`src/rtl/avsdadc_sar_ctrl.sv`:
```
// Successive-approximation ADC controller driving a WIDTH-bit trial DAC and sampling an external comparator.
// Optional free-running mode: define AVSDADC_CONT_CONV_EN to restart sampling directly after every DONE.
module avsdadc_sar_ctrl #(
  parameter int WIDTH         = 10,
  parameter int SAMPLE_CYCLES = 4,
  parameter int SETTLE_CYCLES = 2
) (
  input  logic             CLK,
  input  logic             reset,
  input  logic             start,
  input  logic             comp_in,
  output logic             sample_en,
  output logic [WIDTH-1:0] dac_code,
  output logic             busy,
  output logic             done,
  output logic [WIDTH-1:0] result,
  output logic             valid
);

  // state  | meaning
  // IDLE   | waiting for start; dac_code holds the last final code
  // SAMPLE | sample_en high, dac_code = 0, SAMPLE_CYCLES cycles
  // TRIAL  | trial code for bit_idx held SETTLE_CYCLES cycles, then decide
  // DONE   | one cycle: done pulse, result/valid already updated
  typedef enum logic [1:0] {IDLE, SAMPLE, TRIAL, DONE} state_t;

  localparam int MAX_CYC = (SAMPLE_CYCLES > SETTLE_CYCLES) ? SAMPLE_CYCLES : SETTLE_CYCLES;
  localparam int CNT_W   = (MAX_CYC > 1) ? $clog2(MAX_CYC) : 1;
  localparam int IDX_W   = (WIDTH > 1) ? $clog2(WIDTH) : 1;

  localparam logic [CNT_W-1:0] SAMPLE_LOAD = CNT_W'(SAMPLE_CYCLES - 1);
  localparam logic [CNT_W-1:0] SETTLE_LOAD = CNT_W'(SETTLE_CYCLES - 1);
  localparam logic [IDX_W-1:0] TOP_IDX     = IDX_W'(WIDTH - 1);
  localparam logic [WIDTH-1:0] LSB         = WIDTH'(1);
  localparam logic [WIDTH-1:0] MSB         = LSB << (WIDTH - 1);

  state_t           state;
  logic [CNT_W-1:0] cnt;
  logic [IDX_W-1:0] bit_idx;
  logic [WIDTH-1:0] acc;
  logic [WIDTH-1:0] acc_dec;
  logic [WIDTH-1:0] next_mask;

  // dac_code is acc with the trial bit set, so a kept bit equals the trial code itself
  always_comb begin
    acc_dec   = comp_in ? dac_code : acc;
    next_mask = LSB << (bit_idx - IDX_W'(1));
  end

  always_ff @(posedge CLK or posedge reset) begin
    if (reset) begin
      state     <= IDLE;
      cnt       <= '0;
      bit_idx   <= '0;
      acc       <= '0;
      sample_en <= 1'b0;
      dac_code  <= '0;
      busy      <= 1'b0;
      done      <= 1'b0;
      result    <= '0;
      valid     <= 1'b0;
    end else begin
      case (state)
        IDLE: begin
          done <= 1'b0;
          if (start) begin
            state     <= SAMPLE;
            busy      <= 1'b1;
            sample_en <= 1'b1;
            dac_code  <= '0;
            acc       <= '0;
            cnt       <= SAMPLE_LOAD;
          end
        end
        SAMPLE: begin
          if (cnt == '0) begin
            state     <= TRIAL;
            sample_en <= 1'b0;
            bit_idx   <= TOP_IDX;
            dac_code  <= MSB;
            cnt       <= SETTLE_LOAD;
          end else begin
            cnt <= cnt - CNT_W'(1);
          end
        end
        TRIAL: begin
          if (cnt == '0) begin
            acc <= acc_dec;
            if (bit_idx == '0) begin
              state    <= DONE;
              dac_code <= acc_dec;
              result   <= acc_dec;
              done     <= 1'b1;
              valid    <= 1'b1;
            end else begin
              bit_idx  <= bit_idx - IDX_W'(1);
              dac_code <= acc_dec | next_mask;
              cnt      <= SETTLE_LOAD;
            end
          end else begin
            cnt <= cnt - CNT_W'(1);
          end
        end
        DONE: begin
          done <= 1'b0;
`ifdef AVSDADC_CONT_CONV_EN
          state     <= SAMPLE;
          sample_en <= 1'b1;
          dac_code  <= '0;
          acc       <= '0;
          cnt       <= SAMPLE_LOAD;
`else
          state <= IDLE;
          busy  <= 1'b0;
`endif
        end
        default: state <= IDLE;
      endcase
    end
  end

endmodule

```
`config.mk`:
```
export PLATFORM = sky130hd
export DESIGN_NAME = avsdadc_sar_ctrl
export DESIGN_NICKNAME = d
export VERILOG_FILES = /design/src/rtl/avsdadc_sar_ctrl.sv
export SDC_FILE = /design/constraint.sdc
export NUM_CORES = 1
export LEC_CHECK = 0
export ABC_AREA = 1
export ABC_CLOCK_PERIOD_IN_PS = 2900
export CAP_MARGIN = 25
export CORE_AREA = 2 2 64 66
export CTS_BUF_LIST = sky130_fd_sc_hd__clkbuf_2
export DETAILED_ROUTE_END_ITERATION = 10
export DIE_AREA = 0 0 66 68
export PLACE_DENSITY = 0.93
export SLEW_MARGIN = 20
export SYNTH_ARGS = -nofsm -noshare
export SYNTH_HDL_FRONTEND = slang
export SYNTH_SLANG_ARGS = --single-unit
```
`constraint.sdc`:
```
create_clock -name CLK -period 2.9 [get_ports CLK]
set_clock_uncertainty 0.2 [all_clocks]
set_input_delay 0.435 -clock CLK [delete_from_list [all_inputs] [get_ports CLK]]
set_output_delay 0.435 -clock CLK [all_outputs]
set_load 0.05 [all_outputs]
```
# ---- Word-level counts from Yosys, hierarchy flattened
# Index checks and enable logic that the tools add are counted.
dict set report totals {
  ff_bits 42
  out_inout_bits 24
  wordCells 71
  in_bits 4
}
dict set report classes {
  bitwise 1
  shifts 1
  n_reduce_logical 19
  muxes 29
  add_sub_neg 2
  eq_ne 9
}
# op count
set ops {}
lappend ops {{10-bit 2-to-1 mux} 6}
lappend ops {{10-bit case mux with 3 select lines} 1}
lappend ops {{10-bit case mux with 2 select lines} 1}
lappend ops {{2-bit 2-to-1 mux} 8}
lappend ops {{3-bit AND reduction} 5}
lappend ops {{4-bit 2-to-1 mux} 3}
lappend ops {{4-bit AND reduction} 3}
lappend ops {{2-bit inequality test (second input constant)} 5}
lappend ops {{10-bit bitwise OR} 1}
lappend ops {{2-bit nonzero test} 5}
lappend ops {{1-bit by 4-bit left shift with 10-bit output (first input constant)} 1}
lappend ops {{2-bit case mux with 4 select lines} 1}
lappend ops {{4-bit case mux with 2 select lines} 1}
lappend ops {{1-bit case mux with 2 select lines} 3}
lappend ops {{2-bit case mux with 3 select lines} 1}
lappend ops {{2-bit equality test (second input constant)} 2}
lappend ops {{2-bit zero test} 2}
lappend ops {{4-bit zero test} 1}
lappend ops {{1-bit 2-to-1 mux} 4}
lappend ops {{4-bit by 1-bit subtractor with 4-bit output (second input constant)} 1}
lappend ops {{3-bit inequality test (second input constant)} 1}
lappend ops {{3-bit nonzero test} 1}
lappend ops {{2-bit by 1-bit equality test with 1-bit output (second input constant)} 1}
lappend ops {{2-bit AND reduction} 1}
lappend ops {{2 further kinds} 2}

# ---- Depth between registers and ports, before layout
dict set report depth {
  depth_word 6
  mapped_depth 11
  ltp_nobuf 10
}

# ---- Least setup slack after synthesis
# Ideal clock, no wire load.
dict set report synth_timing {
  path_kind {register to register}
  startpoint {register state[0]}
  endpoint {register acc[9]}
  arrival_ns 1.424
  path_stages_with_launch 10
  synth_period_minus_slack_ns 1.741
  slack_ns 1.159
  n_path_buf 2
  t_required_ns 2.584
  path_cell_list {dfrtp_1 inv_1 ha_1 buf_2 nor2_1 nor3_4 inv_2 buf_6 nand2_1 nand2_1}
}
dict set report synth_between {
  elab_chain_cells 3
}
# item line
set synth_lines {}
lappend synth_lines {{from (decl)} 37} ;# state_t state;
lappend synth_lines {{from (signal assigned)} 52} ;# state <= IDLE;
lappend synth_lines {{from (signal assigned)} 67} ;# state <= SAMPLE;
lappend synth_lines {{from (signal assigned)} 77} ;# state <= TRIAL;
lappend synth_lines {{2-bit equality test or 2-bit zero test (tied branches)} 63} ;# case (state)
lappend synth_lines {{2-bit inequality test (no line) or 2-bit nonzero test (tied branches)} -}
lappend synth_lines {{3-bit AND reduction (no line)} -}
lappend synth_lines {{to (signal assigned)} 55} ;# acc <= '0;
lappend synth_lines {{to (signal assigned)} 71} ;# acc <= '0;
lappend synth_lines {{to (signal assigned)} 88} ;# acc <= acc_dec;
lappend synth_lines {{to (decl)} 40} ;# logic [WIDTH-1:0] acc;
# Parallel ways exist; a longest one is shown, timed or not.
# A chain may end at the register's enable or synchronous reset.

# ---- Worst setup path in the final report
dict set report layout_timing {
  startpoint {register state[0]}
  endpoint {register cnt[0]}
}
dict set report layout_between {
  elab_chain_cells 3
}
# item line
set layout_lines {}
lappend layout_lines {{2-bit equality test (tied with other cells)} 63}
lappend layout_lines {{3-bit inequality test (no line) (tied with other cells)} -}
lappend layout_lines {{3-bit AND reduction (no line)} -}
lappend layout_lines {{to (signal assigned)} 83} ;# cnt <= cnt - CNT_W'(1);
lappend layout_lines {{to (signal assigned)} 101} ;# cnt <= cnt - CNT_W'(1);
lappend layout_lines {{to (decl)} 38} ;# logic [CNT_W-1:0] cnt;
# Parallel ways exist; a longest one is shown, timed or not.

==> out/metrics.yaml <==
timing:
  slew_viol_final: 0
  final.min_clock_period_ns: 2.47
  max_slew_margin: 0.512
  finalHoldViolCount: 0
  rsz0062_at_grt: "false"
  worst_slew_pin_slew_ns: 0.732
  min_period_over_period: 0.853
  fin_setup_tns_ns: 0
  clock.fmax_ghz: 0.404
  final-setup-viol-count: 0
  fin_ws_ns: 0.426
finish:
  fillers: 333
  num_antenna_cells: 0
  area_delta_synth_final_pct: 16.3
  drive_gt1_frac: 0.0871
  nets: 323
cts:
  cts_buffers: 5
  ctsHoldBuffers: 0
  cts_tree: "built"
  post_cts_buffers: 0
  cts-resized-gates: 0
  htreeDepth: 2
  clk_path_buf_depth: 2
  clk_latency_ns: 0.40
  clock-sinks: 42
  clkSlewWorstSetupHoldPaths_ns: 0.21
  root_buffer: "clkbuf_2"
synth:
  syn_inst: 282
  netlist_top_cells_area: "dfrtp_1, nand2_1, ha_1"
  async_flop_share: 1.00
  ys_top_cells_by_count: "nand2_1, dfrtp_1, inv_1, nor2_1, nand3_1"
  netlist_area_um2: 2200
  synth.avg_cell_area_um2: 7.79
  yosysTopAreaCellShare: 0.478
  synth_flop_cell: "dfrtp_1"
  synth_top_area_cell: "dfrtp_1"
  synth_cell_types: 24
  yosys_warnings: 0
  ys_seq_elements: 42
  ys_seq_area_frac: 0.478
  synth_edf_count: 0
  yosysMostFrequentCell: "nand2_1"
  synth_nets: 295
power:
  power_switching_mw: 1.48
  cellLeakagePower_nw: 1.29
  power_density_nw_per_um2: 1110
  internal_power_mw: 1.36
  pwr-share-clk: 0.116
  p_comb_frac: 0.569
  power_switching_share: 0.521
  peakVddDrop_mv: 0.719
  seqPwrFrac: 0.315
routing:
  drtAntennaViolNets: 0
  via_per_inst: 5.11
  dr.first_iter.drc_count: 136
  vias: 1841
  wl_per_cell_um: 12.7
  drc: 0
  wl_um: 4570
  firstDrtPassIters: 4
die:
  die_y_um: 68
  num_rows: 23
  dieArea_um2: 4490
  die_w_um: 66
  core_um2: 3860
  start_util: 0.570
  ios: 28
global_route:
  grt_pass1_wl_um: 7980
  antenna_found_initial: 0
  grt_max_degree: 43
  grt_usage: 0.236
  first_global_vias: 1765
  grt_overflow: 0
placed_design:
  dp_slack_ns: 0.444
  place_congestion: 0.905
  place_hpwl_um: 3270
  io_buffers: 27
run_status:
  run_status: "finished clean"
setup_path:
  r2r_end: "cnt[0]$_DFFE_PP0P_"
  rr_startpoint: "state[0]$_DFFE_PP0P_"
  critPathKind: "reg2reg"
  ff2ff_path_depth: 9
  path_cells: "inv_1, ha_1, nand2_1, nor2_4, inv_2, nand2_1, inv_2, nand2_1, nand3_1"
  arrival_ns: 2.59
  crit_path_end_kind: "flip-flop"
  slowest_stage: "ha_1"
  critPathMaxFanout: 19
  slowest_delay_ns: 0.64
  required_ns: 3.01
  worst_setup_path_start_kind: "flip-flop"
  critPathLaunch: "state[0]$_DFFE_PP0P_"
  ff2ff_setup_slack_ns: 0.43
  cpMostUsedCell: "nand2_1"
job:
  drv_cap: 0
worst_hold_path:
  hold_class: "in2async"
cells in the final DEF (no fill, tap or decap), types with 3 or more instances in the layout:
cell type / netlist / layout
o21ai_2: 7 / 7
a21oi_1: 4 / 4
dfrtp_1: 42 / 42
nand3_1: 14 / 14
nor2_4: 3 / 3
clkdlybuf4s50_1: 0 / 27
o21ai_0: 12 / 12
inv_1: 28 / 28
clkbuf_2: 0 / 5
inv_2: 5 / 5
ha_1: 9 / 9
nand2_1: 115 / 115
o21ai_1: 9 / 9
nor2_1: 18 / 18
worst max-delay path, delay by kind of cell (launching register included):
kind / cells / cell delay [ns]
fa+ha+maj: 1 / 0.64
buf+inv: 3 / 0.34
flops: 1 / 0.46
simple gates: 5 / 0.77
power groups by stage:
stage | Clock (mW) | Sequential, mW | Combinational, mW
after floorplan | 0 | 1.27 | 0.824
after global placement | 0 | 0.896 | 1.57
after detailed placement | 0 | 0.906 | 1.61
after CTS | 0.329 | 0.896 | 1.62
after global routing | 0.352 | 0.920 | 1.79
final | 0.328 | 0.895 | 1.62
layout make-up:
type	instances	area, µm²	area share
Clock buffer	5	25.0	0.00979
Tap cell	50	62.6	0.0245
Timing Repair Buffer	28	278	0.109
Clock inverter	2	33.8	0.0132
Multi-Input combinational cell	200	982	0.384
Inverter	33	124	0.0485
Sequential cell	42	1050	0.411
cells by family (layout without fill, tap and decap cells):
family | Yosys count | count (layout) | synth area share
AND/OR/NAND/NOR | 155 | 155 | 0.297
flip-flops | 42 | 42 | 0.478
buffers and inverters | 40 | 68 | 0.0746
AO/OA/AOI/OAI | 35 | 35 | 0.0940
adder cells (fa/ha/maj) | 9 | 9 | 0.0513
multiplexers | 1 | 1 | 0.00456
per-layer routing:
metal / track usage / routed length, µm / vias to the layer above
li1: - / - / 936
met1: 0.324 / 2200 / 836
met2: 0.376 / 2050 / 59
met3: 0.0543 / 243 / 10
met4: 0.0740 / 74 / 0
met5: 0 / 0 / -
flip-flops by register name (all words and copies together), names as in the netlist:
name and flops:
busy 1, valid 1, done 1, cnt 2, dac_code 10, sample_en 1
state 2, result 10, bit_idx 4, acc 10
through the flow:
| stage | std cells | total power, mW | area (µm²) | utilization | hold slack [ns] |
|---|---|---|---|---|---|
| final | 360 | 2.84 | 2560 | 0.663 | 0.236 |
| after global routing | 360 | 3.06 | 2560 | 0.663 | 0.269 |
| after CTS | 360 | 2.84 | 2560 | 0.663 | 0.252 |
| after detailed placement | 353 | 2.52 | 2500 | 0.648 | 0.258 |
| after global placement | 353 | 2.46 | 2500 | 0.648 | 0.251 |
| after floorplan | 282 | 2.09 | 2200 | - | 0.237 |
how the worst max path moves through the flow:
stage,end,slack (ns),cells past startpoint
detailed placement,cnt[0]$_DFFE_PP0P_,0.44,9
floorplan,acc[9]$_DFFE_PP0P_,1.16,9
finish,cnt[0]$_DFFE_PP0P_,0.43,9
global placement,cnt[0]$_DFFE_PP0P_,0.45,9
global route,cnt[0]$_DFFE_PP0P_,0.21,9
CTS,cnt[0]$_DFFE_PP0P_,0.43,9
(Power assumes the default switching activity.)
